<file path="src/rtl/rsync_retimer_if.sv">
// Data bus of the DAC retimer: complementary thermometer/binary words in, retimed
// complementary words out.
interface rsync_retimer_if #(
  parameter int unsigned N_THERM = 17,
  parameter int unsigned N_BIN   = 7
);
  logic [N_THERM-1:0] dataintherm;
  logic [N_THERM-1:0] datainthermb;
  logic [N_BIN-1:0]   datainbin;
  logic [N_BIN-1:0]   datainbinb;
  logic [N_THERM-1:0] dataouttherm;
  logic [N_THERM-1:0] dataoutthermb;
  logic [N_BIN-1:0]   dataoutbin;
  logic [N_BIN-1:0]   dataoutbinb;

  modport master (
    output dataintherm, datainthermb, datainbin, datainbinb,
    input  dataouttherm, dataoutthermb, dataoutbin, dataoutbinb
  );

  modport slave (
    input  dataintherm, datainthermb, datainbin, datainbinb,
    output dataouttherm, dataoutthermb, dataoutbin, dataoutbinb
  );
endinterface

</file>
<file path="src/rtl/rsync_retimer.sv">
// Retiming stage for the current-steering DAC: complement-checked capture, per-group
// programmable alignment delay, power-down/flush sequencing, integrity monitors and test bus.
module rsync_retimer #(
  parameter int unsigned N_THERM = 17,
  parameter int unsigned N_BIN   = 7,
  parameter int unsigned MAX_DLY = 3,
  localparam int unsigned DW     = $clog2(MAX_DLY + 1)
) (
  input  logic          clkin,
  input  logic          rst,
  input  logic          pdb,
  input  logic [DW-1:0] dly_therm,
  input  logic [DW-1:0] dly_bin,
  input  logic [1:0]    atb_ena,
  rsync_retimer_if.slave bus,
  output logic          ready,
  output logic          comp_err,
  output logic [7:0]    bubble_cnt,
  output logic          atb0,
  output logic          atb1
);

  localparam int unsigned CW = $clog2(MAX_DLY + 2);

  typedef enum logic [1:0] {S_OFF, S_FLUSH, S_ACTIVE} state_t;

  state_t             state, state_next;
  logic [CW-1:0]      cnt, cnt_next;
  logic [DW-1:0]      dly_therm_q, dly_bin_q;
  logic               dly_chg;

  logic [N_THERM-1:0] cap_therm, stg_therm, out_therm;
  logic [N_BIN-1:0]   cap_bin, stg_bin, out_bin;
  logic [N_THERM-1:0] dl_therm [MAX_DLY];
  logic [N_BIN-1:0]   dl_bin   [MAX_DLY];
  logic [N_THERM-1:0] taps_therm [MAX_DLY+1];
  logic [N_BIN-1:0]   taps_bin   [MAX_DLY+1];

  logic [N_THERM-1:0] therm_bad, therm_inc;
  logic [N_BIN-1:0]   bin_bad;
  logic               therm_valid;
  logic [DW-1:0]      sel_therm, sel_bin;
  logic               active_next;

  function automatic logic [DW-1:0] clamp_dly(input logic [DW-1:0] d);
    if ({1'b0, d} > (DW+1)'(MAX_DLY)) return DW'(MAX_DLY);
    return d;
  endfunction

  // A bit equal to its complement is a violation; such bits hold their last capture.
  assign therm_bad   = ~(bus.dataintherm ^ bus.datainthermb);
  assign bin_bad     = ~(bus.datainbin ^ bus.datainbinb);
  assign therm_inc   = cap_therm + N_THERM'(1);
  assign therm_valid = ((cap_therm & therm_inc) == '0);
  assign dly_chg     = (dly_therm != dly_therm_q) || (dly_bin != dly_bin_q);
  assign sel_therm   = clamp_dly(dly_therm);
  assign sel_bin     = clamp_dly(dly_bin);
  assign active_next = (state_next == S_ACTIVE);

  always_comb begin
    taps_therm[0] = stg_therm;
    taps_bin[0]   = stg_bin;
    for (int i = 1; i <= int'(MAX_DLY); i++) begin
      taps_therm[i] = dl_therm[i-1];
      taps_bin[i]   = dl_bin[i-1];
    end
  end

  always_ff @(posedge clkin) begin
    if (rst) begin
      state <= S_OFF;
      cnt   <= '0;
    end else begin
      state <= state_next;
      cnt   <= cnt_next;
    end
  end

  // pdb low overrides every other transition, including a dly change.
  always_comb begin
    state_next = state;
    cnt_next   = cnt;
    case (state)
      S_OFF: begin
        if (pdb) begin
          state_next = S_FLUSH;
          cnt_next   = '0;
        end
      end
      S_FLUSH: begin
        if (cnt == CW'(MAX_DLY + 1)) state_next = S_ACTIVE;
        else                         cnt_next   = cnt + CW'(1);
      end
      S_ACTIVE: begin
        if (dly_chg) begin
          state_next = S_FLUSH;
          cnt_next   = '0;
        end
      end
      default: state_next = S_OFF;
    endcase
    if (!pdb) begin
      state_next = S_OFF;
      cnt_next   = '0;
    end
  end

  always_ff @(posedge clkin) begin
    if (rst) begin
      cap_therm   <= '0;
      cap_bin     <= '0;
      stg_therm   <= '0;
      stg_bin     <= '0;
      dly_therm_q <= '0;
      dly_bin_q   <= '0;
      for (int i = 0; i < int'(MAX_DLY); i++) begin
        dl_therm[i] <= '0;
        dl_bin[i]   <= '0;
      end
    end else begin
      cap_therm   <= (bus.dataintherm & ~therm_bad) | (cap_therm & therm_bad);
      cap_bin     <= (bus.datainbin & ~bin_bad) | (cap_bin & bin_bad);
      stg_therm   <= cap_therm;
      stg_bin     <= cap_bin;
      dly_therm_q <= dly_therm;
      dly_bin_q   <= dly_bin;
      dl_therm[0] <= stg_therm;
      dl_bin[0]   <= stg_bin;
      for (int i = 1; i < int'(MAX_DLY); i++) begin
        dl_therm[i] <= dl_therm[i-1];
        dl_bin[i]   <= dl_bin[i-1];
      end
    end
  end

  // Output, status and monitor registers; outputs are quiescent outside ACTIVE.
  always_ff @(posedge clkin) begin
    if (rst) begin
      out_therm  <= '0;
      out_bin    <= '0;
      ready      <= 1'b0;
      comp_err   <= 1'b0;
      bubble_cnt <= '0;
      atb0       <= 1'b0;
      atb1       <= 1'b0;
    end else begin
      out_therm <= active_next ? taps_therm[sel_therm] : '0;
      out_bin   <= active_next ? taps_bin[sel_bin] : '0;
      ready     <= active_next;
      comp_err  <= comp_err | (|therm_bad) | (|bin_bad);
      if ((state == S_ACTIVE) && !therm_valid && (bubble_cnt != 8'hFF))
        bubble_cnt <= bubble_cnt + 8'd1;
      case (atb_ena)
        2'b00: begin atb0 <= 1'b0;         atb1 <= 1'b0;       end
        2'b01: begin atb0 <= comp_err;     atb1 <= ready;      end
        2'b10: begin atb0 <= out_therm[0]; atb1 <= out_bin[0]; end
        default: begin atb0 <= ^out_therm; atb1 <= ^out_bin;   end
      endcase
    end
  end

  // Complement outputs come from the same register as the true outputs.
  assign bus.dataouttherm  = out_therm;
  assign bus.dataoutthermb = ~out_therm;
  assign bus.dataoutbin    = out_bin;
  assign bus.dataoutbinb   = ~out_bin;

endmodule
</file>
<file path="src/flat_wrapper.sv">
// flat-port wrapper written by rule: the top's interface ports become plain ports
module rsync_retimer_flat 
#(
  parameter int unsigned N_THERM = 17,
  parameter int unsigned N_BIN   = 7,
  parameter int unsigned MAX_DLY = 3,
  localparam int unsigned DW     = $clog2(MAX_DLY + 1)
)
  (clkin, rst, pdb, dly_therm, dly_bin, atb_ena, ready, comp_err, bubble_cnt, atb0, atb1, bus_dataintherm, bus_datainthermb, bus_datainbin, bus_datainbinb, bus_dataouttherm, bus_dataoutthermb, bus_dataoutbin, bus_dataoutbinb);
  rsync_retimer_if #(.N_THERM(N_THERM), .N_BIN(N_BIN)) bus_i ();
  input  logic clkin;
  input  logic rst;
  input  logic pdb;
  input  logic [DW-1:0] dly_therm;
  input  logic [DW-1:0] dly_bin;
  input  logic [1:0] atb_ena;
  output logic ready;
  output logic comp_err;
  output logic [7:0] bubble_cnt;
  output logic atb0;
  output logic atb1;
  input wire logic [$bits(bus_i.dataintherm)-1:0] bus_dataintherm;
  input wire logic [$bits(bus_i.datainthermb)-1:0] bus_datainthermb;
  input wire logic [$bits(bus_i.datainbin)-1:0] bus_datainbin;
  input wire logic [$bits(bus_i.datainbinb)-1:0] bus_datainbinb;
  output wire logic [$bits(bus_i.dataouttherm)-1:0] bus_dataouttherm;
  output wire logic [$bits(bus_i.dataoutthermb)-1:0] bus_dataoutthermb;
  output wire logic [$bits(bus_i.dataoutbin)-1:0] bus_dataoutbin;
  output wire logic [$bits(bus_i.dataoutbinb)-1:0] bus_dataoutbinb;
  assign bus_i.dataintherm = bus_dataintherm;
  assign bus_i.datainthermb = bus_datainthermb;
  assign bus_i.datainbin = bus_datainbin;
  assign bus_i.datainbinb = bus_datainbinb;
  assign bus_dataouttherm = bus_i.dataouttherm;
  assign bus_dataoutthermb = bus_i.dataoutthermb;
  assign bus_dataoutbin = bus_i.dataoutbin;
  assign bus_dataoutbinb = bus_i.dataoutbinb;
  rsync_retimer #(.N_THERM(N_THERM), .N_BIN(N_BIN), .MAX_DLY(MAX_DLY)) u_core (.clkin(clkin), .rst(rst), .pdb(pdb), .dly_therm(dly_therm), .dly_bin(dly_bin), .atb_ena(atb_ena), .bus(bus_i), .ready(ready), .comp_err(comp_err), .bubble_cnt(bubble_cnt), .atb0(atb0), .atb1(atb1));
endmodule
</file>
<file path="config.mk">
export PLATFORM = sky130hd
export DESIGN_NAME = rsync_retimer_flat
export DESIGN_NICKNAME = d
export VERILOG_FILES = /design/src/rtl/rsync_retimer_if.sv /design/src/rtl/rsync_retimer.sv /design/src/flat_wrapper.sv
export SDC_FILE = /design/constraint.sdc
export NUM_CORES = 1
export LEC_CHECK = 0
export CORE_MARGIN = 8
export CORE_UTILIZATION = 40
export CTS_BUF_LIST = sky130_fd_sc_hd__clkbuf_8 sky130_fd_sc_hd__clkbuf_16
export CTS_CLUSTER_DIAMETER = 40
export DETAILED_ROUTE_END_ITERATION = 8
export PLACE_DENSITY = 0.67
export SLEW_MARGIN = 15
export SYNTH_ARGS = -nofsm -noshare
export SYNTH_HDL_FRONTEND = slang
export SYNTH_SLANG_ARGS = --single-unit
</file>
<file path="constraint.sdc">
create_clock -name clkin -period 3.6 [get_ports clkin]
set_clock_uncertainty 0.2 [all_clocks]
set_input_delay 0.36 -clock clkin [delete_from_list [all_inputs] [get_ports clkin]]
set_output_delay 0.36 -clock clkin [all_outputs]
set_load 0.005 [all_outputs]
</file>
# --- Word-level counts from Yosys, hierarchy flattened ---
# Memory sizes are Yosys's and may differ from the RTL's.
# Index checks and enable logic that the tools add are counted.
classes:
  add_sub_neg: 3
  multipliers: 0
  div: 0
  magnitude_cmp: 2
  eq_ne: 11
  shifts: 0
  muxes: 24
  bitwise_logic: 27
  n_reduce_logical: 15
op_table:
  columns: ["operator", "count"]
  rows:
  - ["17-bit 2-to-1 mux", 5]
  - ["17-bit bitwise AND", 3]
  - ["17-bit NOT", 3]
  - ["7-bit 2-to-1 mux", 5]
  - ["17-bit binary-select mux with 2-bit select", 1]
  - ["7-bit NOT", 3]
  - ["17-bit by 1-bit adder with 17-bit output, second input constant", 1]
  - ["17-bit zero test", 1]
  - ["17-bit OR", 1]
  - ["17-bit OR reduction", 1]
  - ["17-bit parity", 1]
  - ["17-bit XOR", 1]
  - ["7-bit bitwise AND", 2]
  - ["7-bit binary-select mux with 2-bit select", 1]
  - ["3-bit one-hot mux with 3 select lines", 1]
  - ["8-bit by 1-bit adder with 8-bit output, second input constant", 1]
  - ["8-bit inequality test, second input constant", 1]
  - ["1-bit OR", 8]
  - ["7-bit OR", 1]
  - ["7-bit OR reduction", 1]
  - ["7-bit parity", 1]
  - ["7-bit XOR", 1]
  - ["2-bit equality test, second input constant", 3]
  - ["3-bit >= comparator, second input constant", 2]
  - ["20 further kinds", 33]
word_totals:
  reg_bits: 93
  latchBits: 0
  ramBits: 72
  mem_bits_ro: 0
  inputBits: 57
  output_inout_bits: 60
  wordCells: 99
  n_memories: 2
mem_list:
  columns: ["name", "depth", "width", "read_ports", "rd_ports_with_merged_regs", "write_ports", "line", "source"]
  rows:
  - ["u_core.dl_therm", 3, 17, 3, 0, 3, "rsync_retimer.sv:34", "logic [N_THERM-1:0] dl_therm [MAX_DLY];"]
  - ["u_core.dl_bin", 3, 7, 3, 0, 3, "rsync_retimer.sv:35", "logic [N_BIN-1:0] dl_bin [MAX_DLY];"]

# --- Logic depth before layout (Yosys ltp) ---
# Gate-level depths: netlist (run 1).
depth:
  ltp_word: 8
  ltp_mapped: 8
  ltp_nobuf: 7

# --- Least setup slack after synthesis (run 1) ---
# OpenSTA, ideal clock, no wires.
synth_timing:
  path_kind: "reg2reg"
  start: "register (tool-made name)"
  end: "register u_core.bubble_cnt[2]"
  setup_ns: 0.121
  arrival_time_ns: 1.800
  required_time_ns: 3.279
  slack_ns: 1.478
  stages_incl_launch_ff: 7
  n_path_buf: 0
  synth_period_minus_slack_ns: 2.122
  path_cell_list: "dfxtp_1 -> and2b_1 -> a2111oi_2 -> o2111ai_1 -> o31a_1 -> and3_1 -> mux2_4"
synth_rtl:
  columns: ["element", "line", "source"]
  rows:
  - ["to (signal assigned)", "rsync_retimer.sv:152", "bubble_cnt <= bubble_cnt + 8'd1;"]
  - ["to (decl)", "rsync_retimer.sv:18", "output logic [7:0] bubble_cnt,"]

==> flow_summary.html, run 1 <==
<table>
<tr><th>Metric</th><th>Value</th></tr>
<tr><th colspan="2">Power</th></tr>
<tr><td>Seq pwr share</td><td>0.474</td></tr>
<tr><td>Combinational share of power</td><td>0.063</td></tr>
<tr><td>Worst supply voltage drop on vdd</td><td>0.000373 V</td></tr>
<tr><td>Leakage</td><td>3.22 nW</td></tr>
<tr><td>Switching fraction of total power</td><td>0.211</td></tr>
<tr><td>Clock power frac</td><td>0.462</td></tr>
<tr><td>Power density normalized to cell area</td><td>483 nW/um^2</td></tr>
<tr><td>Net load switching power</td><td>849 uW</td></tr>
<tr><td>Internal power of the cells</td><td>3.18 mW</td></tr>
<tr><th colspan="2">GRT</th></tr>
<tr><td>Number of antenna violations at the first check in global routing</td><td>1</td></tr>
<tr><td>Pin count of the biggest net entering global routing</td><td>86</td></tr>
<tr><td>Aggregate global-route resource usage</td><td>0.143</td></tr>
<tr><td>Wire length of the first global-routing pass</td><td>22.6 mm</td></tr>
<tr><td>Vias in the first global route</td><td>4586</td></tr>
<tr><td>Total congestion overflow after global routing</td><td>0</td></tr>
<tr><th colspan="2">Clock network</th></tr>
<tr><td>Bufs on Longest Clock Path</td><td>2</td></tr>
<tr><td>Depth of the CTS H-tree</td><td>4</td></tr>
<tr><td>Clock slew at the register clock pins of the worst setup and hold paths</td><td>0.06 ns</td></tr>
<tr><td>Root cell of the clock tree</td><td>sky130_fd_sc_hd__clkbuf_16</td></tr>
<tr><td>Number of buffers inserted to repair setup after CTS</td><td>0</td></tr>
<tr><td>Source-to-sink clock delay at the later pin of the worst-skew pair</td><td>0.42 ns</td></tr>
<tr><td>Post-CTS resize count</td><td>0</td></tr>
<tr><td>Clock Sink Count</td><td>165</td></tr>
<tr><td>TritonCTS Buffers</td><td>17</td></tr>
<tr><td>Clock tree from TritonCTS</td><td>yes</td></tr>
<tr><td>Number of buffers inserted for hold repair after clock tree synthesis</td><td>0</td></tr>
<tr><th colspan="2">Synthesis</th></tr>
<tr><td>Share of the synthesized area in compound gates (AO/OA/AOI/OAI)</td><td>0.0624</td></tr>
<tr><td>Cell type with the highest aggregate area in the netlist</td><td>sky130_fd_sc_hd__dfxtp_1</td></tr>
<tr><td>Number of enable flip-flop cells after synthesis</td><td>0</td></tr>
<tr><td>Fraction of the mapped netlist area in simple logic gates</td><td>0.200</td></tr>
<tr><td>Yosys synthesis warning count</td><td>0</td></tr>
<tr><td>Mapped cell area</td><td>6370 um^2</td></tr>
<tr><td>Synth cell types</td><td>42</td></tr>
<tr><td>Async set or reset register ratio after synthesis</td><td>0</td></tr>
<tr><td>Yosys top cell area share</td><td>0.518</td></tr>
<tr><td>Combinational family with the most area after synthesis</td><td>simple AND/OR/NAND/NOR gates</td></tr>
<tr><td>Syn_nets</td><td>682</td></tr>
<tr><td>Arithmetic-cell share of the synthesized area counting full adders, half adders and majority gates</td><td>0.00589</td></tr>
<tr><td>Synthesized-area fraction occupied by xor and xnor cells</td><td>0.0701</td></tr>
<tr><td>Gate Count Post-Synth</td><td>622</td></tr>
<tr><td>Average footprint of a synthesized cell</td><td>10.2 um^2</td></tr>
<tr><td>Multiplexer share of the synthesized area</td><td>0.0958</td></tr>
<tr><td>Fraction of the yosys area taken by sequential cells</td><td>0.518</td></tr>
<tr><td>Most frequently used flop master after synthesis</td><td>sky130_fd_sc_hd__dfxtp_1</td></tr>
<tr><td>Cell types occupying the most area after synthesis</td><td>sky130_fd_sc_hd__dfxtp_1 (52%), sky130_fd_sc_hd__nor2b_1 (11%), sky130_fd_sc_hd__mux4_2 (8.5%)</td></tr>
<tr><td>Register bit count reported by yosys</td><td>165</td></tr>
<tr><th colspan="2">STA</th></tr>
<tr><td>Final period utilization</td><td>0.701</td></tr>
<tr><td>Shortest period the worst path allows</td><td>2.52 ns</td></tr>
<tr><td>Pin slew with the least headroom to its limit</td><td>0.800 ns</td></tr>
<tr><td>Final setup violating endpoints</td><td>0</td></tr>
<tr><td>Post-route setup slack</td><td>1.08 ns</td></tr>
<tr><td>Final count of hold timing violations</td><td>0</td></tr>
<tr><td>Remaining max-slew budget at the tightest pin</td><td>0.467</td></tr>
<tr><td>Post-route setup TNS</td><td>0 ns</td></tr>
<tr><td>Max frequency</td><td>397 MHz</td></tr>
<tr><td>Post-route worst hold slack</td><td>0.239 ns</td></tr>
<tr><td>Slew Viols, Final</td><td>0</td></tr>
<tr><td>Setup repair after global routing missed its margin</td><td>no</td></tr>
<tr><th colspan="2">Die</th></tr>
<tr><td>Number of top-level pins</td><td>117</td></tr>
<tr><td>Standard-cell row count</td><td>46</td></tr>
<tr><td>Height of the die</td><td>142 um</td></tr>
<tr><td>Starting Density</td><td>0.406</td></tr>
<tr><td>DIE AREA</td><td>20200 um^2</td></tr>
<tr><td>Die Width</td><td>142 um</td></tr>
<tr><td>Core ar.</td><td>15700 um^2</td></tr>
<tr><th colspan="2">Place</th></tr>
<tr><td>Post-DP Area</td><td>7730 um^2</td></tr>
<tr><td>Sum of net half-perimeters after detailed placement</td><td>10.5 mm</td></tr>
<tr><td>Worst setup slack before clock tree synthesis</td><td>0.828 ns</td></tr>
<tr><td>Global placement routability congestion</td><td>0.786</td></tr>
<tr><td>Port bufs</td><td>116</td></tr>
<tr><th colspan="2">Routing</th></tr>
<tr><td>Drt pass-1 iters</td><td>4</td></tr>
<tr><td>DRC</td><td>0</td></tr>
<tr><td>Number of routed nets with antenna violations</td><td>0</td></tr>
<tr><td>DR vias/cell</td><td>4.73</td></tr>
<tr><td>Number of design-rule violations left by the first detailed-router iteration</td><td>214</td></tr>
<tr><td>Total Routed Length</td><td>13.8 mm</td></tr>
<tr><td>Number of vias after detailed routing</td><td>4547</td></tr>
<tr><td>Wire length per cell</td><td>14.3 um</td></tr>
<tr><th colspan="2">Critical path</th></tr>
<tr><td>Max FO, Critical Path</td><td>7</td></tr>
<tr><td>Required time of the worst setup path</td><td>3.70 ns</td></tr>
<tr><td>Chain of cells forming the critical path</td><td>and2b_1, a2111oi_2, o2111ai_1, nor3_2, nor2_1, mux2_1</td></tr>
<tr><td>Nature of the critical path startpoint</td><td>flop</td></tr>
<tr><td>Worst endpoint data arrival time</td><td>2.62 ns</td></tr>
<tr><td>Longest individual stage delay on the worst path</td><td>0.44 ns</td></tr>
<tr><td>CP endpoint kind</td><td>flop</td></tr>
<tr><td>Cell with the biggest individual delay on the critical path</td><td>sky130_fd_sc_hd__dfxtp_1</td></tr>
<tr><td>Count of buffering cells on the critical path with inverters included</td><td>0</td></tr>
<tr><td>Largest delay contributor family on the critical path</td><td>simple AND/OR/NAND/NOR gates</td></tr>
<tr><td>Critical Setup Path Class</td><td>reg -&gt; reg</td></tr>
<tr><th colspan="2">Worst hold path</th></tr>
<tr><td>Type of the worst min-delay path</td><td>in -&gt; reg</td></tr>
<tr><th colspan="2">Cells and area</th></tr>
<tr><td>Ant. Diodes</td><td>0</td></tr>
<tr><td>Util after Layout</td><td>0.532</td></tr>
<tr><td>Final standard cell area without fillers</td><td>8350 um^2</td></tr>
<tr><td>Fillers</td><td>1380</td></tr>
<tr><td>Layout overhead on the synthesized area</td><td>31.0%</td></tr>
<tr><td>Total Nets Final</td><td>794</td></tr>
<tr><td>Share of final-layout standard cells stronger than drive strength 1</td><td>0.0898</td></tr>
<tr><th colspan="2">Status</th></tr>
<tr><td>Outcome</td><td>complete, no violations</td></tr>
<tr><th colspan="2">Run</th></tr>
<tr><td>Count of max-cap constraint violations</td><td>0</td></tr>
</table>
-- Yosys cell counts (2+ instances only) --
cell type                  instances
sky130_fd_sc_hd__buf_1             2
sky130_fd_sc_hd__buf_2             4
sky130_fd_sc_hd__ha_1              3
sky130_fd_sc_hd__o21ai_0          24
sky130_fd_sc_hd__xor2_1           11
sky130_fd_sc_hd__nand2_1          35
sky130_fd_sc_hd__xnor2_1          40
sky130_fd_sc_hd__mux4_2           24
sky130_fd_sc_hd__nor2_1           13
sky130_fd_sc_hd__a211oi_1          2
sky130_fd_sc_hd__nand2b_1          5
sky130_fd_sc_hd__dfxtp_1         165
sky130_fd_sc_hd__inv_1            53
sky130_fd_sc_hd__clkbuf_1         21
sky130_fd_sc_hd__nor4_1            7
sky130_fd_sc_hd__and3_1           27
sky130_fd_sc_hd__o31a_1            2
sky130_fd_sc_hd__nand4_1           4
sky130_fd_sc_hd__a21oi_1          30
sky130_fd_sc_hd__nor2b_1         109
sky130_fd_sc_hd__nand3_1           7
sky130_fd_sc_hd__nor3_1           11
sky130_fd_sc_hd__mux2_1            4
-- worst paths after layout --
| check | start | to | slack, ns | depth (start not counted) |
|---|---|---|---|---|
| hold reg to reg | u_core.dl_bin[0][13] | u_core.dl_bin[0][20] | 0.26 | 1 |
| hold / removal | rst | u_core.dl_therm[0][37] | 0.24 | 2 |
| setup / recovery | flop | u_core.bubble_cnt[0] | 1.08 | 6 |
| setup reg to reg | flop | u_core.bubble_cnt[0] | 1.08 | 6 |
-- layer usage --
layer	track usage	routed length (um)	vias up
li1	-	-	2282
met1	0.180	6400	2109
met2	0.217	6260	136
met3	0.0446	797	20
met4	0.0690	304	0
met5	0	0	-
-- logic make-up after synthesis --
family / count (synthesis)
buffers and inverters: 80
adders and majority gates: 3
AOI/OAI and AO/OA: 69
DFF: 165
muxes: 30
and+or+nand+nor: 224
xor gates and xnor gates: 51
-- final cells by class --
| cell class | instances | area [um^2] | share of cell area |
|---|---|---|---|
| clock inverters | 13 | 183 | 0.0219 |
| well taps | 216 | 270 | 0.0324 |
| flip-flops and latches | 165 | 3300 | 0.395 |
| clock buffers | 18 | 439 | 0.0526 |
| multi-input cells | 377 | 2770 | 0.332 |
| inverters | 53 | 199 | 0.0238 |
| repair buffers | 120 | 1190 | 0.142 |
-- through the flow --
step	cells	total power, mW
CTS	962	4.07
global route	962	4.20
finish	962	4.03
global placement	931	2.20
detailed placement	931	2.21
floorplan	622	2.09
-- cell usage in the layout, fill, tap and decap left out, types with 3 or more instances in the layout --
cell type                         count
sky130_fd_sc_hd__dfxtp_1            165
sky130_fd_sc_hd__clkdlybuf4s50_1    115
sky130_fd_sc_hd__nor2b_1            109
sky130_fd_sc_hd__inv_1               53
sky130_fd_sc_hd__xnor2_1             40
sky130_fd_sc_hd__nand2_1             35
sky130_fd_sc_hd__a21oi_1             29
sky130_fd_sc_hd__and3_1              27
sky130_fd_sc_hd__mux4_2              24
sky130_fd_sc_hd__o21ai_0             24
sky130_fd_sc_hd__clkbuf_16           17
sky130_fd_sc_hd__nor2_1              13
sky130_fd_sc_hd__xor2_1              11
sky130_fd_sc_hd__nor3_1              11
sky130_fd_sc_hd__nor4_1               7
sky130_fd_sc_hd__nand3_1              7
sky130_fd_sc_hd__nand2b_1             5
sky130_fd_sc_hd__buf_4                5
sky130_fd_sc_hd__nand4_1              4
sky130_fd_sc_hd__mux2_1               4
sky130_fd_sc_hd__bufinv_16            4
sky130_fd_sc_hd__clkinvlp_4           4
sky130_fd_sc_hd__ha_1                 3
sky130_fd_sc_hd__clkinv_2             3
-- power by group through the flow --
stage	clock network [mW]	logic (mW)	registers [mW]
after global placement	0	0.251	1.95
after global routing	2.00	0.281	1.92
after detailed placement	0	0.257	1.95
final	1.86	0.255	1.91
after floorplan	0	0.152	1.94
after CTS	1.90	0.258	1.91
No activity file was read; power rests on OpenSTA's default activity.
==> run 2: changes to the inputs <==
--- a/config.mk
+++ b/config.mk
@@ -10,7 +10,7 @@
 export CTS_BUF_LIST = sky130_fd_sc_hd__clkbuf_8 sky130_fd_sc_hd__clkbuf_16
 export CTS_CLUSTER_DIAMETER = 40
 export DETAILED_ROUTE_END_ITERATION = 8
-export PLACE_DENSITY = 0.67
+export PLACE_DENSITY = 0.69
 export SLEW_MARGIN = 15
 export SYNTH_ARGS = -nofsm -noshare
 export SYNTH_HDL_FRONTEND = slang
==> constraint.sdc (replaced) <==
create_clock -name clkin -period 2.2 [get_ports clkin]
set_clock_uncertainty 0.2 [all_clocks]
set_input_delay 0.22 -clock clkin [delete_from_list [all_inputs] [get_ports clkin]]
set_output_delay 0.22 -clock clkin [all_outputs]
set_load 0.005 [all_outputs]
==> run 2 against run 1 <==
Non-clock buffer count increased by 24; first-iteration DRC count decreased by 12%; global-route usage increased by 0.38 points; clock-buffer cell count increased by 1; design area increased by 3.3%; combinational power increased by 90%; hold slack got worse by 0.21 ns; critical endpoint is now u_core.bubble_cnt[4].
==> flow_summary.html, run 2 (same netlist as run 1, synthesis figures left out) <==
<table>
<tr><th>Metric</th><th>Value</th></tr>
<tr><th colspan="2">Status</th></tr>
<tr><td>Outcome</td><td>complete, no violations</td></tr>
<tr><th colspan="2">Clock network</th></tr>
<tr><td>Root cell of the clock tree</td><td>sky130_fd_sc_hd__clkbuf_16</td></tr>
<tr><td>Depth of the CTS H-tree</td><td>4</td></tr>
<tr><td>Clock Sink Count</td><td>165</td></tr>
<tr><td>TritonCTS Buffers</td><td>17</td></tr>
<tr><td>Number of buffers inserted for hold repair after clock tree synthesis</td><td>0</td></tr>
<tr><td>Clock tree from TritonCTS</td><td>yes</td></tr>
<tr><td>Clock slew at the register clock pins of the worst setup and hold paths</td><td>0.06 ns</td></tr>
<tr><td>Bufs on Longest Clock Path</td><td>2</td></tr>
<tr><td>Source-to-sink clock delay at the later pin of the worst-skew pair</td><td>0.42 ns</td></tr>
<tr><th colspan="2">Cells and area</th></tr>
<tr><td>Layout overhead on the synthesized area</td><td>35.3%</td></tr>
<tr><td>Commonest cells after routing, fill and taps aside</td><td>sky130_fd_sc_hd__dfxtp_1 (157), sky130_fd_sc_hd__clkdlybuf4s50_1 (115), sky130_fd_sc_hd__nor2b_1 (109)</td></tr>
<tr><td>Share of final-layout standard cells stronger than drive strength 1</td><td>0.137</td></tr>
<tr><td>Final standard cell area without fillers</td><td>8630 um^2</td></tr>
<tr><td>Total Nets Final</td><td>818</td></tr>
<tr><td>Most frequent standard cell in the layout excluding fill and tap cells</td><td>sky130_fd_sc_hd__dfxtp_1</td></tr>
<tr><td>Fillers</td><td>1325</td></tr>
<tr><td>Ant. Diodes</td><td>0</td></tr>
<tr><th colspan="2">Run</th></tr>
<tr><td>Count of max-cap constraint violations</td><td>0</td></tr>
<tr><th colspan="2">STA</th></tr>
<tr><td>Remaining max-slew budget at the tightest pin</td><td>0.599</td></tr>
<tr><td>Shortest period the worst path allows</td><td>2.13 ns</td></tr>
<tr><td>Final count of hold timing violations</td><td>0</td></tr>
<tr><td>Slew Viols, Final</td><td>0</td></tr>
<tr><td>Post-route worst hold slack</td><td>0.0263 ns</td></tr>
<tr><td>Max frequency</td><td>468 MHz</td></tr>
<tr><td>Final period utilization</td><td>0.970</td></tr>
<tr><td>Final setup violating endpoints</td><td>0</td></tr>
<tr><td>Pin slew with the least headroom to its limit</td><td>0.602 ns</td></tr>
<tr><td>Post-route setup slack</td><td>0.0653 ns</td></tr>
<tr><th colspan="2">Die</th></tr>
<tr><td>DIE AREA</td><td>20200 um^2</td></tr>
<tr><td>Core ar.</td><td>15700 um^2</td></tr>
<tr><td>Number of top-level pins</td><td>117</td></tr>
<tr><td>Standard-cell row count</td><td>46</td></tr>
<tr><td>Starting Density</td><td>0.406</td></tr>
<tr><td>Die Width</td><td>142 um</td></tr>
<tr><td>Height of the die</td><td>142 um</td></tr>
<tr><th colspan="2">Routing</th></tr>
<tr><td>Drt pass-1 iters</td><td>4</td></tr>
<tr><td>DR vias/cell</td><td>4.70</td></tr>
<tr><td>Wire length per cell</td><td>14.7 um</td></tr>
<tr><td>Total Routed Length</td><td>14.5 mm</td></tr>
<tr><td>Number of vias after detailed routing</td><td>4643</td></tr>
<tr><td>Number of design-rule violations left by the first detailed-router iteration</td><td>188</td></tr>
<tr><td>DRC</td><td>0</td></tr>
<tr><td>Number of routed nets with antenna violations</td><td>0</td></tr>
<tr><th colspan="2">Power</th></tr>
<tr><td>Power after layout</td><td>6.60 mW</td></tr>
<tr><td>Internal power of the cells</td><td>5.18 mW</td></tr>
<tr><td>Clock power frac</td><td>0.453</td></tr>
<tr><td>Net load switching power</td><td>1.43 mW</td></tr>
<tr><td>Seq pwr share</td><td>0.473</td></tr>
<tr><td>Combinational share of power</td><td>0.074</td></tr>
<tr><td>Worst supply voltage drop on vdd</td><td>0.000563 V</td></tr>
<tr><td>Power density normalized to cell area</td><td>765 nW/um^2</td></tr>
<tr><td>Leakage</td><td>3.37 nW</td></tr>
<tr><td>Switching fraction of total power</td><td>0.216</td></tr>
<tr><th colspan="2">Critical path</th></tr>
<tr><td>CP endpoint kind</td><td>flop</td></tr>
<tr><td>Nature of the critical path startpoint</td><td>flop</td></tr>
<tr><td>Chain of cells forming the critical path</td><td>and2b_1, a2111oi_4, o2111ai_2, nor3_2, buf_4, nor3_2, mux2_1</td></tr>
<tr><td>Worst endpoint data arrival time</td><td>2.24 ns</td></tr>
<tr><td>Critical Setup Path Class</td><td>reg -&gt; reg</td></tr>
<tr><td>Longest individual stage delay on the worst path</td><td>0.36 ns</td></tr>
<tr><td>Cell with the biggest individual delay on the critical path</td><td>sky130_fd_sc_hd__a2111oi_4</td></tr>
<tr><td>Max FO, Critical Path</td><td>5</td></tr>
<tr><td>Most used cell, CP</td><td>sky130_fd_sc_hd__nor3_2</td></tr>
<tr><td>Required time of the worst setup path</td><td>2.30 ns</td></tr>
<tr><th colspan="2">Worst hold path</th></tr>
<tr><td>Type of the worst min-delay path</td><td>in -&gt; reg</td></tr>
<tr><th colspan="2">GRT</th></tr>
<tr><td>Wire length of the first global-routing pass</td><td>23.3 mm</td></tr>
<tr><td>Number of antenna violations at the first check in global routing</td><td>1</td></tr>
<tr><td>Total congestion overflow after global routing</td><td>0</td></tr>
<tr><td>Aggregate global-route resource usage</td><td>0.146</td></tr>
<tr><td>Pin count of the biggest net entering global routing</td><td>145</td></tr>
<tr><td>Vias in the first global route</td><td>4745</td></tr>
<tr><th colspan="2">Place</th></tr>
<tr><td>Post-DP Area</td><td>7930 um^2</td></tr>
<tr><td>Port bufs</td><td>116</td></tr>
<tr><td>Sum of net half-perimeters after detailed placement</td><td>10.8 mm</td></tr>
<tr><td>Global placement routability congestion</td><td>0.791</td></tr>
<tr><td>Worst setup slack before clock tree synthesis</td><td>-0.00363 ns</td></tr>
</table>
[run 2: cell types whose count changed in the layout (fill, tap and decap cells not counted), moves of 2 or more]
cell                         previous run  this run
sky130_fd_sc_hd__buf_12                 0         2
sky130_fd_sc_hd__mux2_4                 1         3
sky130_fd_sc_hd__buf_4                  5        26
sky130_fd_sc_hd__dfxtp_1              165       157
sky130_fd_sc_hd__clkinvlp_4             4         2
sky130_fd_sc_hd__inv_1                 53        55
sky130_fd_sc_hd__nor3_1                11         8
sky130_fd_sc_hd__nor3_2                 1         3
sky130_fd_sc_hd__dfxtp_2                0         8
sky130_fd_sc_hd__mux2_1                 4         2
[run 2: path summary, 6_finish.rpt]
kind                            slack, ns                     end  cells past startpoint                    from
worst min-delay path                 0.03           u_core.cnt[1]                      3                     rst
worst max register to register       0.07    u_core.bubble_cnt[4]                      7                    flop
worst max-delay path                 0.07    u_core.bubble_cnt[4]                      7                    flop
worst min register to register       0.26  u_core.dl_therm[0][36]                      1  u_core.dl_therm[0][19]
[run 2: per-stage QoR]
| step | util | TNS (ns) | instances |
|---|---|---|---|
| detailed placement | 0.504 | -0.00363 | 954 |
| global route | 0.549 | -0.230 | 987 |
| floorplan | - | 0 | 622 |
| finish | 0.549 | 0 | 987 |
| CTS | 0.544 | 0 | 986 |
| global placement | 0.504 | 0 | 954 |
[run 2: power by group through the flow]
| stage | registers (mW) | logic (mW) | clock network [mW] |
|---|---|---|---|
| 3_3_place_gp | 3.18 | 0.461 | 0 |
| 3_5_place_dp | 3.18 | 0.472 | 0 |
| 6_report | 3.12 | 0.485 | 2.99 |
| 4_1_cts | 3.12 | 0.476 | 3.06 |
| 5_1_grt | 3.13 | 0.532 | 3.19 |
| 2_1_floorplan | 3.17 | 0.249 | 0 |
[run 2: worst max-delay path, delay by kind of cell (launching register included)]
kind	cells	cell delay [ns]
flops	1	0.32
mux	1	0.32
simple gates	3	0.46
compound gates	2	0.54
buf+inv	1	0.19
[run 2: per-layer routing]
layer  up-vias  part of all wire  global-route usage
li1       2333                 -                   -
met2       137              0.47               0.243
met3        14             0.060              0.0463
met1      2159              0.46               0.175
met4         0             0.013              0.0526
met5         -                 0                   0
[run 2: cell type report]
| type | count | area [um^2] | share of cell area |
|---|---|---|---|
| flip-flops and latches | 165 | 3310 | 0.384 |
| multi-input cells | 377 | 2840 | 0.329 |
| repair buffers | 144 | 1400 | 0.162 |
| clock buffers | 19 | 453 | 0.0525 |
| well taps | 216 | 270 | 0.0313 |
| inverters | 53 | 199 | 0.0231 |
| clock inverters | 13 | 158 | 0.0183 |
[run 2: repair_timing]
item | CTS | global route
gates resized for setup | 2 | 19
endpoints found under the hold margin | 0 | 0
buffers inserted | 0 | 1
setup endpoints to repair | 2 | 7
pin swaps | 0 | 4
==> run 3: changes to the inputs <==
--- a/config.mk
+++ b/config.mk
@@ -6,11 +6,12 @@
 export NUM_CORES = 1
 export LEC_CHECK = 0
 export CORE_MARGIN = 8
-export CORE_UTILIZATION = 40
+export CORE_UTILIZATION = 47
 export CTS_BUF_LIST = sky130_fd_sc_hd__clkbuf_8 sky130_fd_sc_hd__clkbuf_16
 export CTS_CLUSTER_DIAMETER = 40
 export DETAILED_ROUTE_END_ITERATION = 8
-export PLACE_DENSITY = 0.69
+export MAX_ROUTING_LAYER = met4
+export PLACE_DENSITY = 0.79
 export SLEW_MARGIN = 15
 export SYNTH_ARGS = -nofsm -noshare
 export SYNTH_HDL_FRONTEND = slang
==> run 3 against run 2 <==
Register-to-register slack lost 0.03 ns; die area decreased by 13%; sequential cell count stayed put; utilization rose by 9.7 points; combinational power down 1%; sequential share of layout area grew 0.44 points; sequential power about the same; clock-buffer cell count decreased by 1; largest cell class unchanged.
==> flow_summary.html, run 3 (same netlist as run 1, synthesis figures left out) <==
<table>
<tr><th>Metric</th><th>Value</th></tr>
<tr><th colspan="2">Cells and area</th></tr>
<tr><td>Number of non-filler instances in the completed layout</td><td>945</td></tr>
<tr><td>FF/Latch Area</td><td>3320 um^2</td></tr>
<tr><td>Share of final-layout standard cells stronger than drive strength 1</td><td>0.130</td></tr>
<tr><td>Ant. Diodes</td><td>0</td></tr>
<tr><td>Layout overhead on the synthesized area</td><td>34.2%</td></tr>
<tr><td>Most frequent standard cell in the layout excluding fill and tap cells</td><td>sky130_fd_sc_hd__dfxtp_1</td></tr>
<tr><td>Total Nets Final</td><td>817</td></tr>
<tr><td>Fillers</td><td>1015</td></tr>
<tr><td>Util after Layout</td><td>0.646</td></tr>
<tr><td>Commonest cells after routing, fill and taps aside</td><td>sky130_fd_sc_hd__dfxtp_1 (158), sky130_fd_sc_hd__clkdlybuf4s50_1 (115), sky130_fd_sc_hd__nor2b_1 (108)</td></tr>
<tr><td>Footprint of the multi-input gates</td><td>2830 um^2</td></tr>
<tr><th colspan="2">Place</th></tr>
<tr><td>Global placement routability congestion</td><td>0.798</td></tr>
<tr><td>Cell count after placement</td><td>911</td></tr>
<tr><td>Sum of net half-perimeters after detailed placement</td><td>10.8 mm</td></tr>
<tr><td>Port bufs</td><td>116</td></tr>
<tr><th colspan="2">Power</th></tr>
<tr><td>Worst supply voltage drop on vdd</td><td>0.000500 V</td></tr>
<tr><td>Leakage</td><td>3.36 nW</td></tr>
<tr><td>Power density normalized to cell area</td><td>757 nW/um^2</td></tr>
<tr><td>Power after layout</td><td>6.48 mW</td></tr>
<tr><th colspan="2">STA</th></tr>
<tr><td>Setup repair after global routing missed its margin</td><td>yes</td></tr>
<tr><td>Post-route setup TNS</td><td>0 ns</td></tr>
<tr><td>Pin slew with the least headroom to its limit</td><td>0.596 ns</td></tr>
<tr><td>Max frequency</td><td>462 MHz</td></tr>
<tr><td>Final period utilization</td><td>0.984</td></tr>
<tr><td>Remaining max-slew budget at the tightest pin</td><td>0.603</td></tr>
<tr><td>Post-route worst hold slack</td><td>0.0282 ns</td></tr>
<tr><td>Slew Viols, Final</td><td>0</td></tr>
<tr><td>Shortest period the worst path allows</td><td>2.17 ns</td></tr>
<tr><td>Final setup violating endpoints</td><td>0</td></tr>
<tr><td>Final count of hold timing violations</td><td>0</td></tr>
<tr><th colspan="2">Critical path</th></tr>
<tr><td>Longest individual stage delay on the worst path</td><td>0.39 ns</td></tr>
<tr><td>CP endpoint kind</td><td>flop</td></tr>
<tr><td>Nature of the critical path startpoint</td><td>flop</td></tr>
<tr><td>Cell with the biggest individual delay on the critical path</td><td>sky130_fd_sc_hd__dfxtp_2</td></tr>
<tr><td>Count of buffering cells on the critical path with inverters included</td><td>0</td></tr>
<tr><td>Max FO, Critical Path</td><td>6</td></tr>
<tr><td>Worst endpoint data arrival time</td><td>2.26 ns</td></tr>
<tr><td>Required time of the worst setup path</td><td>2.30 ns</td></tr>
<tr><td>Critical Setup Path Class</td><td>reg -&gt; reg</td></tr>
<tr><td>Chain of cells forming the critical path</td><td>nand4_1, o31ai_2, o2111ai_2, o31a_1, and3_4, mux2_4</td></tr>
<tr><td>Largest delay contributor family on the critical path</td><td>compound AO/OA/AOI/OAI gates</td></tr>
<tr><th colspan="2">Die</th></tr>
<tr><td>Die Width</td><td>132 um</td></tr>
<tr><td>Core ar.</td><td>13200 um^2</td></tr>
<tr><td>Number of top-level pins</td><td>117</td></tr>
<tr><td>Height of the die</td><td>132 um</td></tr>
<tr><td>Starting Density</td><td>0.481</td></tr>
<tr><td>Standard-cell row count</td><td>42</td></tr>
<tr><td>DIE AREA</td><td>17500 um^2</td></tr>
<tr><th colspan="2">GRT</th></tr>
<tr><td>Pin count of the biggest net entering global routing</td><td>145</td></tr>
<tr><td>Vias in the first global route</td><td>4850</td></tr>
<tr><td>Wire length of the first global-routing pass</td><td>23.4 mm</td></tr>
<tr><td>Aggregate global-route resource usage</td><td>0.169</td></tr>
<tr><td>Number of antenna violations at the first check in global routing</td><td>1</td></tr>
<tr><td>Total congestion overflow after global routing</td><td>0</td></tr>
<tr><th colspan="2">Routing</th></tr>
<tr><td>Wire length per cell</td><td>15.2 um</td></tr>
<tr><td>Number of routed nets with antenna violations</td><td>0</td></tr>
<tr><td>DRC</td><td>0</td></tr>
<tr><td>Drt pass-1 iters</td><td>4</td></tr>
<tr><td>DR vias/cell</td><td>4.99</td></tr>
<tr><td>Total Routed Length</td><td>14.3 mm</td></tr>
<tr><td>Number of design-rule violations left by the first detailed-router iteration</td><td>211</td></tr>
<tr><td>Number of vias after detailed routing</td><td>4714</td></tr>
<tr><th colspan="2">Clock network</th></tr>
<tr><td>TritonCTS Buffers</td><td>17</td></tr>
<tr><td>Depth of the CTS H-tree</td><td>4</td></tr>
<tr><td>Clock Sink Count</td><td>165</td></tr>
<tr><td>Clock slew at the register clock pins of the worst setup and hold paths</td><td>0.06 ns</td></tr>
<tr><td>Source-to-sink clock delay at the later pin of the worst-skew pair</td><td>0.41 ns</td></tr>
<tr><td>Root cell of the clock tree</td><td>sky130_fd_sc_hd__clkbuf_16</td></tr>
<tr><td>Clock tree from TritonCTS</td><td>yes</td></tr>
<tr><td>Bufs on Longest Clock Path</td><td>2</td></tr>
<tr><th colspan="2">Status</th></tr>
<tr><td>Outcome</td><td>complete, no violations</td></tr>
<tr><th colspan="2">Run</th></tr>
<tr><td>Count of max-cap constraint violations</td><td>0</td></tr>
<tr><th colspan="2">Worst hold path</th></tr>
<tr><td>Type of the worst min-delay path</td><td>in -&gt; reg</td></tr>
</table>
-- run 3: changes by cell type in the layout (fill, tap and decap cells not counted), moves of 2 or more --
| cell | previous run | this run |
|---|---|---|
| sky130_fd_sc_hd__clkinv_2 | 2 | 5 |
| sky130_fd_sc_hd__dfxtp_4 | 0 | 4 |
| sky130_fd_sc_hd__mux2_4 | 3 | 1 |
| sky130_fd_sc_hd__dfxtp_2 | 8 | 3 |
| sky130_fd_sc_hd__buf_4 | 26 | 24 |
| sky130_fd_sc_hd__clkinv_4 | 3 | 1 |
| sky130_fd_sc_hd__mux2_1 | 2 | 4 |
-- run 3: metal layers --
layer,GRT usage,part of all wire,up-vias
met5,-,0,-
met4,0.0707,0.022,0
met3,0.0484,0.049,18
met2,0.274,0.48,142
met1,0.193,0.44,2221
li1,-,-,2333
-- run 3: worst register-to-register path, delay by kind of cell, from the launching register on --
family          cells  cell delay [ns]
flops               1             0.39
mux                 1             0.29
compound gates      3             0.84
simple gates        2             0.34
-- run 3: power by group --
part           internal [mW]  total [mW]  leakage (nW)  switching, mW
clock                   1.79        2.87         0.299           1.09
combinational          0.267       0.478          1.72          0.211
sequential              3.07        3.13          1.34         0.0601
-- run 3: worst paths after layout --
kind	slack, ns	depth (start not counted)	from	to
setup / recovery	0.03	6	flop	u_core.bubble_cnt[2]
hold reg to reg	0.26	1	u_core.dl_therm[0][16]	u_core.dl_therm[0][33]
setup reg to reg	0.03	6	flop	u_core.bubble_cnt[2]
hold / removal	0.03	3	rst	u_core.state[0]
-- run 3: layout make-up --
| class | count | share of cell area |
|---|---|---|
| clock inverter | 13 | 0.0167 |
| clock buffer | 18 | 0.0514 |
| tap | 176 | 0.0257 |
| sequential | 165 | 0.388 |
| timing repair buffer | 143 | 0.164 |
| inverter | 53 | 0.0233 |
| multi-input combinational | 377 | 0.331 |
-- run 3: per-stage QoR --
| step | setup WS, ns | area, um^2 |
|---|---|---|
| after floorplan | 0.0784 | 6370 |
| after global placement | -0.0520 | 7870 |
| after detailed placement | -0.112 | 7870 |
| after CTS | 0.0155 | 8470 |
| after global routing | -0.0343 | 8550 |
| final | 0.0346 | 8550 |
-- run 3: timing repair --
item                       in CTS  in global routing
pin swaps                       0                  7
gates cloned                    0                  0
gates resized for setup         5                 18
hold buffers                    0                  0
setup endpoints to repair       3                  5
buffers inserted                0                  3
